===== config.mk =====
export PLATFORM = sky130hd
export DESIGN_NAME = data_memory_flat
export DESIGN_NICKNAME = d
export VERILOG_FILES = /design/src/rtl/data_memory_pkg.sv /design/src/rtl/data_memory_if.sv /design/src/rtl/mem_io_regs.sv /design/src/rtl/data_memory.sv /design/src/flat_wrapper.sv
export SDC_FILE = /design/constraint.sdc
export NUM_CORES = 2
export LEC_CHECK = 0
export CORE_UTILIZATION = 50
export CTS_CLUSTER_DIAMETER = 100
export DETAILED_ROUTE_END_ITERATION = 8
export GPL_TIMING_DRIVEN = 1
export HOLD_SLACK_MARGIN = 0.12
export PLACE_DENSITY = 0.66
export SLEW_MARGIN = 10
export SYNTH_ARGS = -nofsm -noshare
export SYNTH_HDL_FRONTEND = slang
export SYNTH_HIERARCHICAL = 1
export SYNTH_SLANG_ARGS = --single-unit

===== constraint.sdc =====
create_clock -name clk -period 6.4 [get_ports clk]
set_input_delay 1.92 -clock clk [delete_from_list [all_inputs] [get_ports clk]]
set_output_delay 1.92 -clock clk [all_outputs]
set_load 0.005 [all_outputs]

===== src/rtl/data_memory_pkg.sv =====
// Shared constants and types for the data-memory responder: I/O register
// offsets, default I/O window base and the address-decoder region enum.
package data_memory_pkg;

  localparam int DATA_W = 32;

  localparam logic [DATA_W-1:0] IO_BASE_DEFAULT = 32'h0000_1000;

  // Byte offsets inside the 16-byte I/O window
  localparam logic [3:0] OFS_OUT    = 4'h0;
  localparam logic [3:0] OFS_TIMER  = 4'h4;
  localparam logic [3:0] OFS_STATUS = 4'h8;

  typedef enum logic [1:0] {
    REG_RAM,
    REG_IO,
    REG_NONE
  } region_t;

endpackage


===== src/rtl/data_memory_if.sv =====
// Load/store port between the single-cycle processor (master) and the
// data-memory responder (slave).
interface data_memory_if;
  import data_memory_pkg::*;

  logic [DATA_W-1:0] address;
  logic [DATA_W-1:0] write_data;
  logic              mem_write;
  logic [DATA_W-1:0] read_data;

  modport master (
    output address,
    output write_data,
    output mem_write,
    input  read_data
  );

  modport slave (
    input  address,
    input  write_data,
    input  mem_write,
    output read_data
  );

endinterface


===== src/rtl/mem_io_regs.sv =====
// Memory-mapped I/O registers: OUT, free-running TIMER, and the sticky err
// flag exposed through STATUS. Only built when DATA_MEMORY_IO_EN is defined.
module mem_io_regs
  import data_memory_pkg::*;
(
  input  logic              clk,
  input  logic              rst,
  input  logic              wr_en,
  input  logic [3:0]        ofs,
  input  logic [DATA_W-1:0] wdata,
  input  logic              err_set,
  output logic [DATA_W-1:0] rdata,
  output logic [DATA_W-1:0] io_out,
  output logic              err
);

  logic [DATA_W-1:0] timer;

  always_ff @(posedge clk or negedge rst) begin
    if (!rst) begin
      io_out <= '0;
      timer  <= '0;
      err    <= 1'b0;
    end else begin
      // A TIMER store overrides the increment of the same cycle
      if (wr_en && ofs == OFS_TIMER) timer <= wdata;
      else                           timer <= timer + 1'b1;

      if (wr_en && ofs == OFS_OUT) io_out <= wdata;

      // A new bad access outranks a STATUS clear in the same cycle
      if (err_set)                                         err <= 1'b1;
      else if (wr_en && ofs == OFS_STATUS && wdata[0]) err <= 1'b0;
    end
  end

  always_comb begin
    rdata = '0;
    case (ofs)
      OFS_OUT:    rdata = io_out;
      OFS_TIMER:  rdata = timer;
      OFS_STATUS: rdata = {{(DATA_W-1){1'b0}}, err};
      default:    rdata = '0;
    endcase
  end

endmodule


===== src/rtl/data_memory.sv =====
// Data-memory responder: word RAM plus optional I/O window (DATA_MEMORY_IO_EN).
// Zero-latency combinational loads, stores commit on the next rising edge.
module data_memory
  import data_memory_pkg::*;
#(
  parameter int                DEPTH   = 64,
  parameter logic [DATA_W-1:0] IO_BASE = IO_BASE_DEFAULT
) (
  input  logic              clk,
  input  logic              rst,
  data_memory_if.slave      bus,
  output logic [DATA_W-1:0] io_out,
  output logic              err
);

  localparam int AW = $clog2(DEPTH);

`ifdef DATA_MEMORY_IO_EN
  localparam bit IO_PRESENT = 1'b1;
`else
  localparam bit IO_PRESENT = 1'b0;
`endif

  logic [DATA_W-1:0] ram [DEPTH];
  logic [AW-1:0]     widx;
  region_t           region;
  logic              io_hit;
  logic              aligned;
  logic              ram_wr;
  logic              bad_wr;
  logic [DATA_W-1:0] io_rdata;
  logic [DATA_W-1:0] rd;

  assign widx    = bus.address[AW+1:2];
  assign io_hit  = (bus.address[DATA_W-1:4] == IO_BASE[DATA_W-1:4]);
  assign aligned = (bus.address[1:0] == 2'b00);

  // Without the I/O window its range decodes as unmapped
  always_comb begin
    region = REG_NONE;
    if (bus.address[DATA_W-1:AW+2] == '0) region = REG_RAM;
    else if (IO_PRESENT && io_hit)        region = REG_IO;
  end

  assign ram_wr = bus.mem_write && aligned && (region == REG_RAM);
  assign bad_wr = bus.mem_write && (!aligned || region == REG_NONE);

  // RAM is deliberately outside reset so a reset pulse preserves its contents
  always_ff @(posedge clk) begin
    if (ram_wr) ram[widx] <= bus.write_data;
  end

`ifdef DATA_MEMORY_IO_EN
  logic io_wr;

  assign io_wr = bus.mem_write && aligned && (region == REG_IO);

  mem_io_regs u_io_regs (
    .clk     (clk),
    .rst     (rst),
    .wr_en   (io_wr),
    .ofs     ({bus.address[3:2], 2'b00}),
    .wdata   (bus.write_data),
    .err_set (bad_wr),
    .rdata   (io_rdata),
    .io_out  (io_out),
    .err     (err)
  );
`else
  assign io_rdata = '0;
  assign io_out   = '0;

  // With no STATUS register, only reset clears err
  always_ff @(posedge clk or negedge rst) begin
    if (!rst)        err <= 1'b0;
    else if (bad_wr) err <= 1'b1;
  end
`endif

  always_comb begin
    rd = '0;
    case (region)
      REG_RAM: rd = ram[widx];
      REG_IO:  rd = io_rdata;
      default: rd = '0;
    endcase
  end

  assign bus.read_data = rd;

endmodule


===== src/flat_wrapper.sv =====
// flat-port wrapper written by rule: the top's interface ports become plain ports
module data_memory_flat import data_memory_pkg::*;
#(
  parameter int                DEPTH   = 64,
  parameter logic [DATA_W-1:0] IO_BASE = IO_BASE_DEFAULT
)
  (clk, rst, io_out, err, bus_address, bus_write_data, bus_mem_write, bus_read_data);
  data_memory_if bus_i ();
  input  logic clk;
  input  logic rst;
  output logic [DATA_W-1:0] io_out;
  output logic err;
  input wire logic [$bits(bus_i.address)-1:0] bus_address;
  input wire logic [$bits(bus_i.write_data)-1:0] bus_write_data;
  input wire logic [$bits(bus_i.mem_write)-1:0] bus_mem_write;
  output wire logic [$bits(bus_i.read_data)-1:0] bus_read_data;
  assign bus_i.address = bus_address;
  assign bus_i.write_data = bus_write_data;
  assign bus_i.mem_write = bus_mem_write;
  assign bus_read_data = bus_i.read_data;
  data_memory #(.DEPTH(DEPTH), .IO_BASE(IO_BASE)) u_core (.clk(clk), .rst(rst), .bus(bus_i), .io_out(io_out), .err(err));
endmodule

==> impl_table.tex <==
\begin{tabular}{lr}
\hline
Metric & Value \\
\hline
\multicolumn{2}{l}{\textbf{Outcome}} \\
\quad Result of the run & complete, but fails checks \\
\quad Violations in the final reports & negative setup slack \\
\multicolumn{2}{l}{\textbf{Pwr}} \\
\quad Peak supply drop & 0.242 mV \\
\quad Leakage & 30.1 nW \\
\quad Net switching power figure & 6.12 mW \\
\quad Combinational group share of total power & 6.5\% \\
\quad Pwr dens & 298 mW/mm² \\
\quad Internal & 21.8 mW \\
\quad Fraction of power spent switching nets & roughly 22\% \\
\quad Sequential cell fraction of total power & 53.0\% \\
\quad Share of power burned in the clock network & 40.5\% \\
\multicolumn{2}{l}{\textbf{Yosys}} \\
\quad Mean post-synth cell area & 17.4 µm² \\
\quad Library cell with the largest summed area after synthesis & edfxtp\_1 \\
\quad Proportion of synthesized flip-flops having asynchronous set or reset & 0.0488\% \\
\quad Number of warning messages in the yosys log & 6 \\
\quad Gate count after technology mapping & 4442 \\
\quad Area share of the leading cell type in the synthesized netlist & 79.4\% \\
\quad Main area contributors after synthesis & edfxtp\_1 79\%, a221oi\_1 5.8\%, a22oi\_1 2.8\% \\
\quad Count of distinct cell types in the synthesized netlist & 50 \\
\quad Mapped Area & 0.0775 mm² \\
\quad Sequential share of the synthesized area & between 70\% and 80\% \\
\quad Flop and latch count out of synthesis & 2049 \\
\quad Count of flip-flops with a built-in enable after synthesis & 2048 \\
\quad Flip-flop cell with the highest count after synthesis & edfxtp\_1 \\
\multicolumn{2}{l}{\textbf{Routing}} \\
\quad Mean number of vias per cell & 6.73 \\
\quad DRC violations left & 0 \\
\quad Routed wire length & $\sim$240000 µm \\
\quad Drt first-iter violations & 7098 \\
\quad Number of vias after detailed routing & 48600 \\
\quad DR WL/cell & around 33 µm \\
\quad DR pass1 iterations & 7 \\
\quad Post-route ant nets & 0 \\
\multicolumn{2}{l}{\textbf{Cells and area}} \\
\quad Number of non-filler instances in the completed layout & between 7000 and 8000 \\
\quad Share of layout cells above drive strength 1 & 23.9\% \\
\quad P\&R area growth vs syn & 20.9\% \\
\quad Area used by multi-input combinational logic & 0.0159 mm² \\
\quad Net count, final & 5074 \\
\quad Fill cell count & 11000 \\
\quad Register Area & 0.0615 mm² \\
\multicolumn{2}{l}{\textbf{Timing}} \\
\quad Setup Viol. Count Final & 6 \\
\quad Final WS setup & -0.0622 ns \\
\quad Min Clock Period, post-route & 6.46 ns \\
\quad Worst-case headroom to the max-slew limit & 20.5\% \\
\quad RSZ-0062 raised after global routing & true \\
\quad Worst slew pin tran & 1.19 ns \\
\quad Number of max-slew violations in the final report & 0 \\
\quad Final hold violations & 0 \\
\quad FMAX & 0.155 GHz \\
\quad Hold slack & 0.464 ns \\
\quad Maximum clock skew at final layout & 0 ns \\
\quad Period Utilization, post-route & 101\% \\
\multicolumn{2}{l}{\textbf{Die}} \\
\quad Die width & 396 µm \\
\quad Core area & 0.154 mm² \\
\quad I/O pins & 132 \\
\quad Overall die height & 396 µm \\
\quad FP Rows & 144 \\
\quad Area of the die & around 0.16 mm² \\
\quad Starting Density & 50.4\% \\
\multicolumn{2}{l}{\textbf{Setup path}} \\
\quad Stage delay of the slowest cell on the critical path & around 0.48 ns \\
\quad Worst Reg-to-Reg Cells & 1 \\
\quad Type of the worst setup path & primary input to output port \\
\quad Data arrival time of the critical path & 4.54 ns \\
\quad CP Capture Type & output port \\
\quad Critical path's slowest cell & clkdlybuf4s50\_1 \\
\quad Start of the worst register-to-register path & u\_core/err \\
\quad Maximum fanout along the worst path & 14 \\
\quad Worst EP required & approximately 4.5 ns \\
\quad Crit Reg-Reg Endpoint & u\_core/err \\
\quad Flop-to-flop setup slack & 5.78 ns \\
\quad Critical-path cell list & clkdlybuf4s50\_1, buf\_6, and3b\_2, nand2\_2, buf\_12, o22ai\_1, nor4\_2, buf\_4, and3\_4, buf\_4, a41oi\_2, clkbuf\_2 \\
\quad Worst Setup Start Kind & primary input \\
\quad Most repeated library cell on the critical path & buf\_4 \\
\multicolumn{2}{l}{\textbf{Clock tree}} \\
\quad Clock slew at reported path FFs & 0.06 ns \\
\quad Clock tree from TritonCTS & yes \\
\quad Clock insertion delay at the later pin of the skew report & 0.83 ns \\
\quad Clock sink count & $\sim$2000 \\
\quad CTS hold repair buffers & 0 \\
\quad CTS Buffer Depth & 3 \\
\quad Clock Root Buffer & clkbuf\_16 \\
\quad Clock buffer count from CTS & 202 \\
\quad H-tree level count & 4 \\
\multicolumn{2}{l}{\textbf{Global routing}} \\
\quad Wire length of the first global-routing pass & roughly 330000 µm \\
\quad Remaining Overflow, GRT & 0 \\
\quad Initial antenna violation count & 17 \\
\quad Largest net degree at the start of global routing & 65 \\
\quad Vias in the first global route & $\sim$46000 \\
\quad Total track usage & 29.7\% \\
\multicolumn{2}{l}{\textbf{Placed design}} \\
\quad IO Port Bufs & 99 \\
\quad Placed wire-length estimate after detailed placement & 138000 µm \\
\quad Weighted congestion at the end of routability-driven global placement & 0.928 \\
\quad Post-Place Cells & around 6800 \\
\multicolumn{2}{l}{\textbf{Worst hold path}} \\
\quad Cell depth of the worst hold path & 1 \\
\quad Hold Path Sink & u\_core/err \\
\quad Type of the worst min-delay path & register to register \\
\quad Worst Hold Launch & u\_core/err \\
\multicolumn{2}{l}{\textbf{Job}} \\
\quad Max-Cap Viols & 0 \\
\hline
\end{tabular}
## layout by cell type, fill, tap and decap left out, types with 34 or more instances in the layout
cell type | Yosys | final
nor2_1 | 249 | 183
o21ai_0 | 145 | 122
mux2_2 | 35 | 35
a221oi_2 | 2 | 38
clkinv_1 | 0 | 50
clkbuf_16 | 0 | 208
buf_2 | 123 | 34
a221oi_1 | 516 | 478
clkbuf_1 | 189 | 45
clkinv_2 | 0 | 44
nand2_1 | 78 | 74
buf_12 | 0 | 115
o22ai_1 | 197 | 176
a22oi_1 | 288 | 273
edfxtp_1 | 2048 | 2048
mux2i_1 | 159 | 159
clkdlybuf4s50_1 | 0 | 36
a21oi_1 | 75 | 75
nor2_4 | 0 | 66
buf_4 | 35 | 463
## sequential cells by signal (all words and copies together), names as in the netlist
name and cells:
u_core/err 1, u_core/ram 2048
## Yosys cell counts (all sizes together), types with 2 or more instances
master	n
mux4	6
o21ai	145
nand3b	3
a211oi	16
a222oi	2
o32ai	5
and3	31
nor3	29
and4	3
nor3b	2
nand3	19
mux2	35
o22a	2
a41oi	31
nand2b	3
o221ai	22
nor4	21
clkbuf	189
nand2	78
and2	17
and3b	3
inv	2
a22oi	288
a21oi	75
a22o	14
mux2i	159
buf	201
edfxtp	2048
a221oi	518
o22ai	197
nor2b	4
o31ai	14
nor2	250
## cell type report
cell class,count,area share (%)
Antenna cell,3,0.00801
Multi-Input combinational cell,2032,17.0
Sequential cell,2049,65.7
Clock buffer,251,5.68
Timing Repair Buffer,720,7.84
Tap cell,2044,2.73
Clock inverter,120,1.02
Inverter,2,0.0214
## metrics by stage
| stage | utilization (%) | power (mW) | TNS, ns | setup slack, ns | instance area [µm²] |
|---|---|---|---|---|---|
| floorplan | - | 15.7 | 0 | 0.889 | 77600 |
| global placement | 55.4 | 16.6 | -14.94 | -0.872 | 85200 |
| detailed placement | 55.4 | 16.7 | -15.24 | -0.858 | 85200 |
| CTS | 60.6 | 27.9 | -0.264 | -0.0931 | 93200 |
| global route | 60.9 | 28.5 | -0.294 | -0.0820 | 93700 |
| finish | 60.9 | 27.9 | -0.166 | -0.0622 | 93700 |
## logic make-up (layout without fill, tap and decap cells)
| logic type | count (synthesis) | after routing | share of synthesized area, % |
|---|---|---|---|
| and+or+nand+nor | 466 | 466 | 2.67 |
| DFF | 2049 | 2049 | 79.4 |
| buffers and inverters | 392 | 1093 | 2.31 |
| other | 1 | 35 | 0.00484 |
| muxes | 200 | 200 | 2.74 |
| AOI/OAI and AO/OA | 1334 | 1334 | 12.9 |
## critical path: cells and delay by family
| kind | cells | cell delay (ns) |
|---|---|---|
| compound gates | 2 | 0.26 |
| simple gates | 4 | 1.07 |
| buf+inv | 6 | 1.27 |
## power by group through the flow
stage | sequential, mW | clock, mW | combinational (mW)
global placement | 15.0 | 0 | 1.59
CTS | 14.8 | 11.4 | 1.75
finish | 14.8 | 11.3 | 1.81
floorplan | 15.0 | 0 | 0.688
detailed placement | 15.0 | 0 | 1.61
global route | 14.8 | 11.9 | 1.88
## worst max path at each step
stage                              start                 to  slack, ns  depth (start not counted)
after floorplan           bus_address[3]   bus_read_data[2]       0.89                          8
after global placement    bus_address[5]   bus_read_data[9]      -0.87                         12
after detailed placement  bus_address[5]  bus_read_data[13]      -0.86                         12
after CTS                 bus_address[5]   bus_read_data[5]      -0.09                         10
after global routing      bus_address[5]  bus_read_data[19]      -0.08                         12
final                     bus_address[5]  bus_read_data[19]      -0.06                         12
## what timing repair did
item / CTS / global route
endpoints found under the setup margin: 32 / 23
cloned: 7 / 2
resized for setup: 272 / 78
setup buffers: 46 / 12
pin swaps: 38 / 20
## metal layers
layer / global-route usage (%) / part of all wire [%]
met3: 5.53 / 13
met1: 43.6 / 39
met2: 44.8 / 45
met4: 10.4 / 3.4
met5: 0 / 0.0097
No activity file was read; power rests on OpenSTA's default activity.
